--- src/rtl/ciclo_esclavo_pkg.sv ---
// Shared definitions for the ciclo step-bus consumer: FSM states and bus timing.
package ciclo_esclavo_pkg;

   typedef enum logic [1:0] {
      IDLE      = 2'd0,
      ARRANQUE  = 2'd1,
      CORRIENDO = 2'd2,
      FIN       = 2'd3
   } estado_t;

   localparam int unsigned TIEMPO       = 32;
   localparam int unsigned DURACION_MIN = 2;

endpackage

--- src/rtl/ciclo_esclavo_detector_paso.sv ---
// Step detector: remembers the last accepted ciclo and classifies the current one
// as a legal increment, a legal wrap, or a protocol violation.
module detector_paso
   import ciclo_esclavo_pkg::*;
#(
   parameter int unsigned W_CICLO = 6
) (
   input  logic               clk,
   input  logic               reset,
   input  logic               limpiar,
   input  logic               cargar,
   input  logic [W_CICLO-1:0] ciclo,
   input  logic [W_CICLO-1:0] duracion,
   output logic               incremento,
   output logic               wrap,
   output logic               violacion
);

   logic [W_CICLO-1:0] ciclo_prev;
   logic [W_CICLO:0]   prev_mas_uno;
   logic               cambio;

   always_ff @(posedge clk or posedge reset) begin
      if (reset)
         ciclo_prev <= '0;
      else if (limpiar)
         ciclo_prev <= '0;
      else if (cargar)
         ciclo_prev <= ciclo;
   end

   // One extra bit keeps 63 -> 0 from looking like an increment.
   always_comb begin
      prev_mas_uno = {1'b0, ciclo_prev} + 1'b1;
      cambio       = (ciclo != ciclo_prev);
      incremento   = ({1'b0, ciclo} == prev_mas_uno) && (ciclo < duracion);
      wrap         = cambio && (ciclo == '0) && (ciclo_prev == duracion - 1'b1);
      violacion    = cambio && !incremento && !wrap;
   end

endmodule

--- src/rtl/ciclo_esclavo.sv ---
// Controller for the ciclo step bus: enables the master, strobes each accepted
// step, counts revolutions and reports busy/done/error status.
module ciclo_esclavo
   import ciclo_esclavo_pkg::*;
#(
   parameter int unsigned W_CICLO = 6,
   parameter int unsigned W_REP   = 4
) (
   input  logic               clk,
   input  logic               reset,
   input  logic               start,
   input  logic               abort,
   input  logic [W_CICLO-1:0] duracion,
   input  logic [W_REP-1:0]   repeticiones,
   input  logic [W_CICLO-1:0] ciclo,
   output logic               EN_ciclo,
   output logic [W_CICLO-1:0] duracion_out,
   output logic [W_CICLO-1:0] paso,
   output logic               paso_valido,
   output logic [W_REP-1:0]   vuelta,
   output logic               busy,
   output logic               done,
   output logic               error
);

   estado_t            estado, estado_sig;
   logic [W_REP-1:0]   rep_lat, rep_sig;
   logic [W_CICLO-1:0] dur_sig, paso_sig;
   logic [W_REP-1:0]   vuelta_sig, vuelta_inc;
   logic               pv_sig, done_sig, error_sig, activo;
   logic               limpiar, cargar;
   logic               incremento, wrap, violacion;

   detector_paso #(.W_CICLO(W_CICLO)) u_detector (
      .clk        (clk),
      .reset      (reset),
      .limpiar    (limpiar),
      .cargar     (cargar),
      .ciclo      (ciclo),
      .duracion   (duracion_out),
      .incremento (incremento),
      .wrap       (wrap),
      .violacion  (violacion)
   );

   always_ff @(posedge clk or posedge reset) begin
      if (reset) begin
         estado       <= IDLE;
         EN_ciclo     <= 1'b0;
         busy         <= 1'b0;
         paso_valido  <= 1'b0;
         done         <= 1'b0;
         error        <= 1'b0;
         paso         <= '0;
         vuelta       <= '0;
         duracion_out <= '0;
         rep_lat      <= '0;
      end else begin
         estado       <= estado_sig;
         EN_ciclo     <= activo;
         busy         <= activo;
         paso_valido  <= pv_sig;
         done         <= done_sig;
         error        <= error_sig;
         paso         <= paso_sig;
         vuelta       <= vuelta_sig;
         duracion_out <= dur_sig;
         rep_lat      <= rep_sig;
      end
   end

   // Outputs are registered from next-state values so EN_ciclo/busy track the
   // state being entered, letting the final wrap, done and EN_ciclo fall share an edge.
   always_comb begin
      estado_sig = estado;
      paso_sig   = paso;
      pv_sig     = 1'b0;
      vuelta_sig = vuelta;
      done_sig   = 1'b0;
      error_sig  = error;
      dur_sig    = duracion_out;
      rep_sig    = rep_lat;
      limpiar    = 1'b0;
      cargar     = 1'b0;
      vuelta_inc = (vuelta == '1) ? vuelta : vuelta + 1'b1;

      case (estado)
         IDLE: begin
            if (start && !abort) begin
               if ((duracion < W_CICLO'(DURACION_MIN)) || (repeticiones == '0)) begin
                  error_sig = 1'b1;
               end else begin
                  dur_sig    = duracion;
                  rep_sig    = repeticiones;
                  error_sig  = 1'b0;
                  vuelta_sig = '0;
                  paso_sig   = '0;
                  limpiar    = 1'b1;
                  estado_sig = ARRANQUE;
               end
            end
         end
         ARRANQUE: begin
            estado_sig = abort ? IDLE : CORRIENDO;
         end
         CORRIENDO: begin
            if (abort) begin
               estado_sig = IDLE;
            end else if (incremento) begin
               paso_sig = ciclo;
               pv_sig   = 1'b1;
               cargar   = 1'b1;
            end else if (wrap) begin
               paso_sig   = '0;
               pv_sig     = 1'b1;
               cargar     = 1'b1;
               vuelta_sig = vuelta_inc;
               if (vuelta_inc == rep_lat) begin
                  done_sig   = 1'b1;
                  estado_sig = FIN;
               end
            end else if (violacion) begin
               error_sig  = 1'b1;
               estado_sig = IDLE;
            end
         end
         FIN: begin
            estado_sig = IDLE;
         end
         default: begin
            estado_sig = IDLE;
         end
      endcase

      activo = (estado_sig == ARRANQUE) || (estado_sig == CORRIENDO);
   end

endmodule

--- config.mk ---
export PLATFORM = sky130hd
export DESIGN_NAME = ciclo_esclavo
export DESIGN_NICKNAME = d
export VERILOG_FILES = /design/src/rtl/ciclo_esclavo_pkg.sv /design/src/rtl/ciclo_esclavo_detector_paso.sv /design/src/rtl/ciclo_esclavo.sv
export SDC_FILE = /design/constraint.sdc
export NUM_CORES = 1
export LEC_CHECK = 0
export BUFFER_PORTS_ARGS = -buffer_cell sky130_fd_sc_hd__buf_2
export CORE_ASPECT_RATIO = 2
export CORE_UTILIZATION = 55
export DETAILED_ROUTE_END_ITERATION = 10
export PLACE_DENSITY = 0.82
export RECOVER_POWER = 25
export SLEW_MARGIN = 20
export SYNTH_ARGS = -nofsm -noshare
export SYNTH_HDL_FRONTEND = slang
export SYNTH_HIERARCHICAL = 1
export SYNTH_SLANG_ARGS = --single-unit
--- constraint.sdc ---
create_clock -name clk -period 5.3 [get_ports clk]
set_input_delay 1.06 -clock clk [delete_from_list [all_inputs] [get_ports clk]]
set_output_delay 1.06 -clock clk [all_outputs]
set_load 0.02 [all_outputs]
After elaboration in Yosys (flattened, before gate mapping):

Cells that the tools add are included.

* add/sub/neg operators: 3
* order comparisons: 2
* equal/unequal tests: 18
* mux-type cells: 43
* bitwise logic cells: 1
* reduce and logical (&&, ||, !) cells: 20

Operators with widths (count)
* $mux W6: 7
* $mux W4: 6
* $mux W1: 18
* $mux W2: 8
* $pmux W6 S2: 1
* $reduce_and A6 Y1: 2
* $ne A2 B2 Y1 const B: 5
* $pmux W2 S4: 1
* $pmux W4 S2: 1
* $add A6 B1 Y7 const B: 1
* $eq A6 B7 Y1: 1
* $eq A2 B2 Y1 const B: 3
* $eq A6 B6 Y1: 1
* $logic_and A1 B1 Y1: 6
* $logic_not A6 Y1: 1
* $lt A6 B2 Y1 const B: 1
* $lt A6 B6 Y1: 1
* $ne A6 B6 Y1: 1
* $sub A6 B1 Y6 const B: 1
* $reduce_and A5 Y1: 1
* $add A4 B1 Y4 const B: 1
* $eq A2 B1 Y1 const B: 2
* $eq A4 B4 Y1: 1
* $eq A4 B4 Y1 const B: 1
* 10 further kinds: 15

* bits in registers: 32
* input port bits: 20
* output and inout port bits: 21
* word-level logic and storage cells: 97

Depth between registers and ports, before layout:

* depth after elaboration: 13
* mapped depth: 12

Cells and area by module:

Netlist, hierarchy kept.

By module, submodules not included
* ciclo_esclavo: instances 1, cells an instance 104, area each 1197.4 sq um, sequential area each 650.6 sq um
* detector_paso: instances 1, cells an instance 90, area each 758.2 sq um, sequential area each 150.1 sq um

Worst setup path before layout:

Ideal clock, no wire load.

* path kind: input to register
* start: in ciclo[4]
* end: reg u_detector.ciclo_prev[0]
* arrival time: 3.066 ns
* data required time: 5.181 ns
* slack: 2.116 ns
* stages on the path: 10
* cells stage by stage: ha_1 a21o_1 a221oi_1 nand4_1 nor4_2 nor2_1 a21oi_1 clkbuf_1 mux2i_1 nor2_1

RTL lines
* from (decl): line ciclo_esclavo.sv:15 `input logic [W_CICLO-1:0] ciclo,`
* $lt A6 B6 Y1 or $eq A6 B7 Y1 (tied branches): line ciclo_esclavo_detector_paso.sv:36 `incremento = ({1'b0, ciclo} == prev_mas_uno) && (ciclo < duracion);`
* $logic_and A1 B1 Y1 (*): line ciclo_esclavo_detector_paso.sv:36
* via incremento: line ciclo_esclavo.sv:32 `logic incremento, wrap, violacion;`
* $mux W1 (*): line ciclo_esclavo.sv:109 `end else if (incremento) begin`
* $mux W1 (*): line ciclo_esclavo.sv:107 `if (abort) begin`
* $mux W1 (*): line ciclo_esclavo.sv:87 `case (estado)`
* via cargar: line ciclo_esclavo.sv:31 `logic limpiar, cargar;`
* $reduce_bool A2 Y1 (no line) (*)
* to (signal assigned): line ciclo_esclavo_detector_paso.sv:29 `ciclo_prev <= ciclo;`
* to (decl): line ciclo_esclavo_detector_paso.sv:19 `logic [W_CICLO-1:0] ciclo_prev;`

The timed path passes the listed nets; every way through them passes the cells marked *.
A chain may end at the register's enable or synchronous reset.

Final worst setup path:

Same ends and word-level chain as after synthesis.

==> impl_metrics.json <==
{
  "syn-instance-count": 194,
  "crit_family": "compound AO/OA/AOI/OAI gates",
  "synth.top_cell.area_share_pct": 40.95,
  "yosysWarningCount": 6,
  "synth_fp_nets": 222,
  "place.detailed.instances": 259,
  "gp_congestion": 0.8922,
  "synth_enable_flop_cells": 0,
  "vdd.ir_drop.worst_mv": 0.3158,
  "cell_count_of_the_worst_reg_to_reg_path": 10,
  "power_per_cell_area_mw_per_mm2": 286.4,
  "synth.largest_area_cell": "sky130_fd_sc_hd__dfrtp_1",
  "fillerInstances": 281,
  "max_freq_ghz": 0.2888,
  "hold_path_depth": 1,
  "cts_repair_resize_count": 0,
  "rr_endpoint": "u_detector/ciclo_prev[0]$_DFFE_PP0P_",
  "worstSetupEndpointType": "flip-flop",
  "core_mm2": 0.003378,
  "max_stage_delay_ns": 0.68,
  "postSynthAreaPerCell_um2": 10.08,
  "report.final.hold_viol_count": 0,
  "tritoncts": "done",
  "wire_per_inst_um": 16.85,
  "wire_length_of_the_first_global_routing_pass_mm": 7.389,
  "timing_worst_slew_pin_value_ns": 0.9501,
  "postRouteAntennaNets": 0,
  "via_count_of_the_first_global_routing_pass": 1622,
  "layout.nets": 262,
  "most_common_cell_after_layout_fill_and_taps_aside": "sky130_fd_sc_hd__buf_2",
  "seq_area_um2": 800.8,
  "status": "finished, final reports clean",
  "synth-async-reset-ratio_pct": 100.0,
  "fp.dieH_um": 86.33,
  "dieArea_mm2": 0.003813,
  "drtPass1Iterations": 6,
  "grt_max_degree": 27,
  "path_common_cell": "sky130_fd_sc_hd__nor2_1",
  "cp-start-kind": "primary input",
  "critical_path.n_buffers_inverters": 1,
  "fin_worst_hold_slack_ns": 0.5009,
  "post_synthesis_cell_area_mm2": 0.001956,
  "utilization_pct": 66.15,
  "worst_ep_required_time_ns": 5.47,
  "cts_buffers": 5,
  "antenna_violations_before_repair": 0,
  "endpoint_arrival_time_on_the_critical_path_ns": 3.63,
  "row_count": 30,
  "clockBufferDepth": 2,
  "tritoncts_num_sinks": 32,
  "root_buffer": "sky130_fd_sc_hd__clkbuf_8",
  "min_period_over_period_pct": 65.34,
  "drv_slew": 0,
  "cts.htree.levels": 2,
  "yosysSeqAreaShare_pct": 40.95,
  "area_growth_syn_to_layout_pct": 14.27,
  "first_iter_violations": 43,
  "grt_remaining_overflow": 0,
  "most_used_flip_flop_cell_after_synthesis": "sky130_fd_sc_hd__dfrtp_1",
  "worst-setup-path-type": "in -> reg",
  "slew_headroom_pct": 36.27,
  "route.final.wire_length_mm": 4.481,
  "multiInputGateArea_mm2": 0.001071,
  "critical_path.cell_chain": "buf_2, ha_1, a21o_1, a221oi_1, nand4_1, nor4_2, nor2_1, a21oi_1, mux2i_1, nor2_1",
  "drive_above_1_share_pct": 22.22,
  "num_antenna_cells": 0,
  "r2r-start": "duracion_out[4]$_DFFE_PP0P_",
  "leakage_nw": 1.106,
  "portBuffers": 40,
  "globalRouteTotalUtil_pct": 26.30,
  "fin_cells": 266,
  "detail_route.drc_violations": 0,
  "setup_repair_after_global_routing_missed_its_margin": "false",
  "report.final.setup_viol": 0,
  "cap_violations": 0,
  "worstHoldStart": "paso[5]$_DFFE_PP0P_",
  "dieWidth_um": 44.17,
  "r2r_slack_ns": 2.24,
  "min-delay-path-class": "reg -> reg",
  "worst_skew_pair.late_latency_ns": 0.28,
  "fin_crit_ns": 3.463,
  "ys_seq_elements": 32,
  "post_synth_num_cell_types": 48,
  "cts_post_setup_buffers_inserted": 0,
  "hold_end": "paso[5]$_DFFE_PP0P_",
  "crit_slowest_cell": "sky130_fd_sc_hd__a21oi_1",
  "synthTopCellsByArea": "sky130_fd_sc_hd__dfrtp_1 (41%), sky130_fd_sc_hd__xnor2_1 (5.4%), sky130_fd_sc_hd__mux2_1 (5.2%), sky130_fd_sc_hd__ha_1 (5.1%), sky130_fd_sc_hd__mux2i_1 (4.1%)",
  "finalClockSkew_ns": 0.005197,
  "routed-via-count": 1614,
  "clk_transition_reported_paths_ns": 0.06,
  "worst-path-max-fanout": 7,
  "cts_hold_buffers_added": 0,
  "worstSetupStartpoint": "ciclo[4]",
  "setup_tns_ns": 0,
  "number_of_top_level_pins": 41,
  "vias_per_cell": 6.068,
  "design_power_total_mw": 0.6399,
  "most-common-layout-cells": "sky130_fd_sc_hd__buf_2 (40), sky130_fd_sc_hd__dfrtp_1 (32), sky130_fd_sc_hd__nor2_1 (15)",
  "start_util_pct": 57.89,
  "dp_hpwl_mm": 3.548
}
per-stage QoR:
step | worst slack (ns) | cell area (um2)
after floorplan | 2.116 | 1956
after global placement | 1.667 | 2157
after detailed placement | 1.548 | 2157
after CTS | 1.852 | 2235
after global routing | 1.536 | 2235
final | 1.837 | 2235
Yosys cell counts, types with 2 or more instances:
cell type                  instances
sky130_fd_sc_hd__dfrtp_1          32
sky130_fd_sc_hd__nor2_1           15
sky130_fd_sc_hd__xnor2_1          12
sky130_fd_sc_hd__inv_1            11
sky130_fd_sc_hd__mux2_1            9
sky130_fd_sc_hd__ha_1              8
sky130_fd_sc_hd__mux2i_1           8
sky130_fd_sc_hd__xor2_1            8
sky130_fd_sc_hd__a21oi_1           7
sky130_fd_sc_hd__a22o_1            7
sky130_fd_sc_hd__nand2_1           7
sky130_fd_sc_hd__nand2b_1          6
sky130_fd_sc_hd__nand3_1           6
sky130_fd_sc_hd__nand4_1           6
sky130_fd_sc_hd__nor3_1            4
sky130_fd_sc_hd__o21ai_0           4
sky130_fd_sc_hd__a21o_1            3
sky130_fd_sc_hd__a31oi_1           3
sky130_fd_sc_hd__and3_1            3
sky130_fd_sc_hd__clkbuf_1          3
sky130_fd_sc_hd__mux2_2            2
sky130_fd_sc_hd__o211a_1           2
sky130_fd_sc_hd__o211ai_1          2
sky130_fd_sc_hd__o31ai_1           2
worst max-delay path by stage:
stage                                                 endpoint  slack [ns]  depth (start not counted)
after floorplan           u_detector/ciclo_prev[0]$_DFFE_PP0P_        2.12                         10
after global placement    u_detector/ciclo_prev[4]$_DFFE_PP0P_        1.67                         10
after detailed placement  u_detector/ciclo_prev[2]$_DFFE_PP0P_        1.55                         10
after CTS                 u_detector/ciclo_prev[0]$_DFFE_PP0P_        1.85                         10
after global routing      u_detector/ciclo_prev[0]$_DFFE_PP0P_        1.54                         10
final                     u_detector/ciclo_prev[0]$_DFFE_PP0P_        1.84                         10
routing by layer:
metal	GRT usage [%]	vias up	share of wire (%)
li1	-	777	-
met1	28.71	765	38
met2	46.52	58	56
met3	3.958	14	3.2
met4	14.05	0	3.1
met5	0	-	0
registers in the layout (all words and copies together) (netlist names):
| register | cells |
|---|---|
| vuelta | 4 |
| error | 1 |
| paso_valido | 1 |
| paso | 6 |
| busy | 1 |
| u_detector/ciclo_prev | 6 |
| done | 1 |
| rep_lat | 4 |
| estado | 2 |
| duracion_out | 6 |
cell families after synthesis:
| family | synth area share [%] |
|---|---|
| adders and majority gates | 5.119 |
| muxes | 10.43 |
| xor gates and xnor gates | 8.957 |
| buffers and inverters | 4.286 |
| and+or+nand+nor | 16.44 |
| AOI/OAI and AO/OA | 13.82 |
| DFF | 40.95 |
area by class of cell:
cell class	instances	share of cell area, %
multi-input cells	143	47.93
well taps	32	1.792
inverters	12	2.016
flip-flops and latches	32	35.83
clock inverters	1	0.2240
repair buffers	40	8.959
clock buffers	6	3.247
report_power, final:
part	switching [mW]	internal [mW]
logic	0.0940	0.0746
registers	0.0314	0.268
clock network	0.0830	0.0890
total	0.208	0.431
No activity file was read; power rests on OpenSTA's default activity.
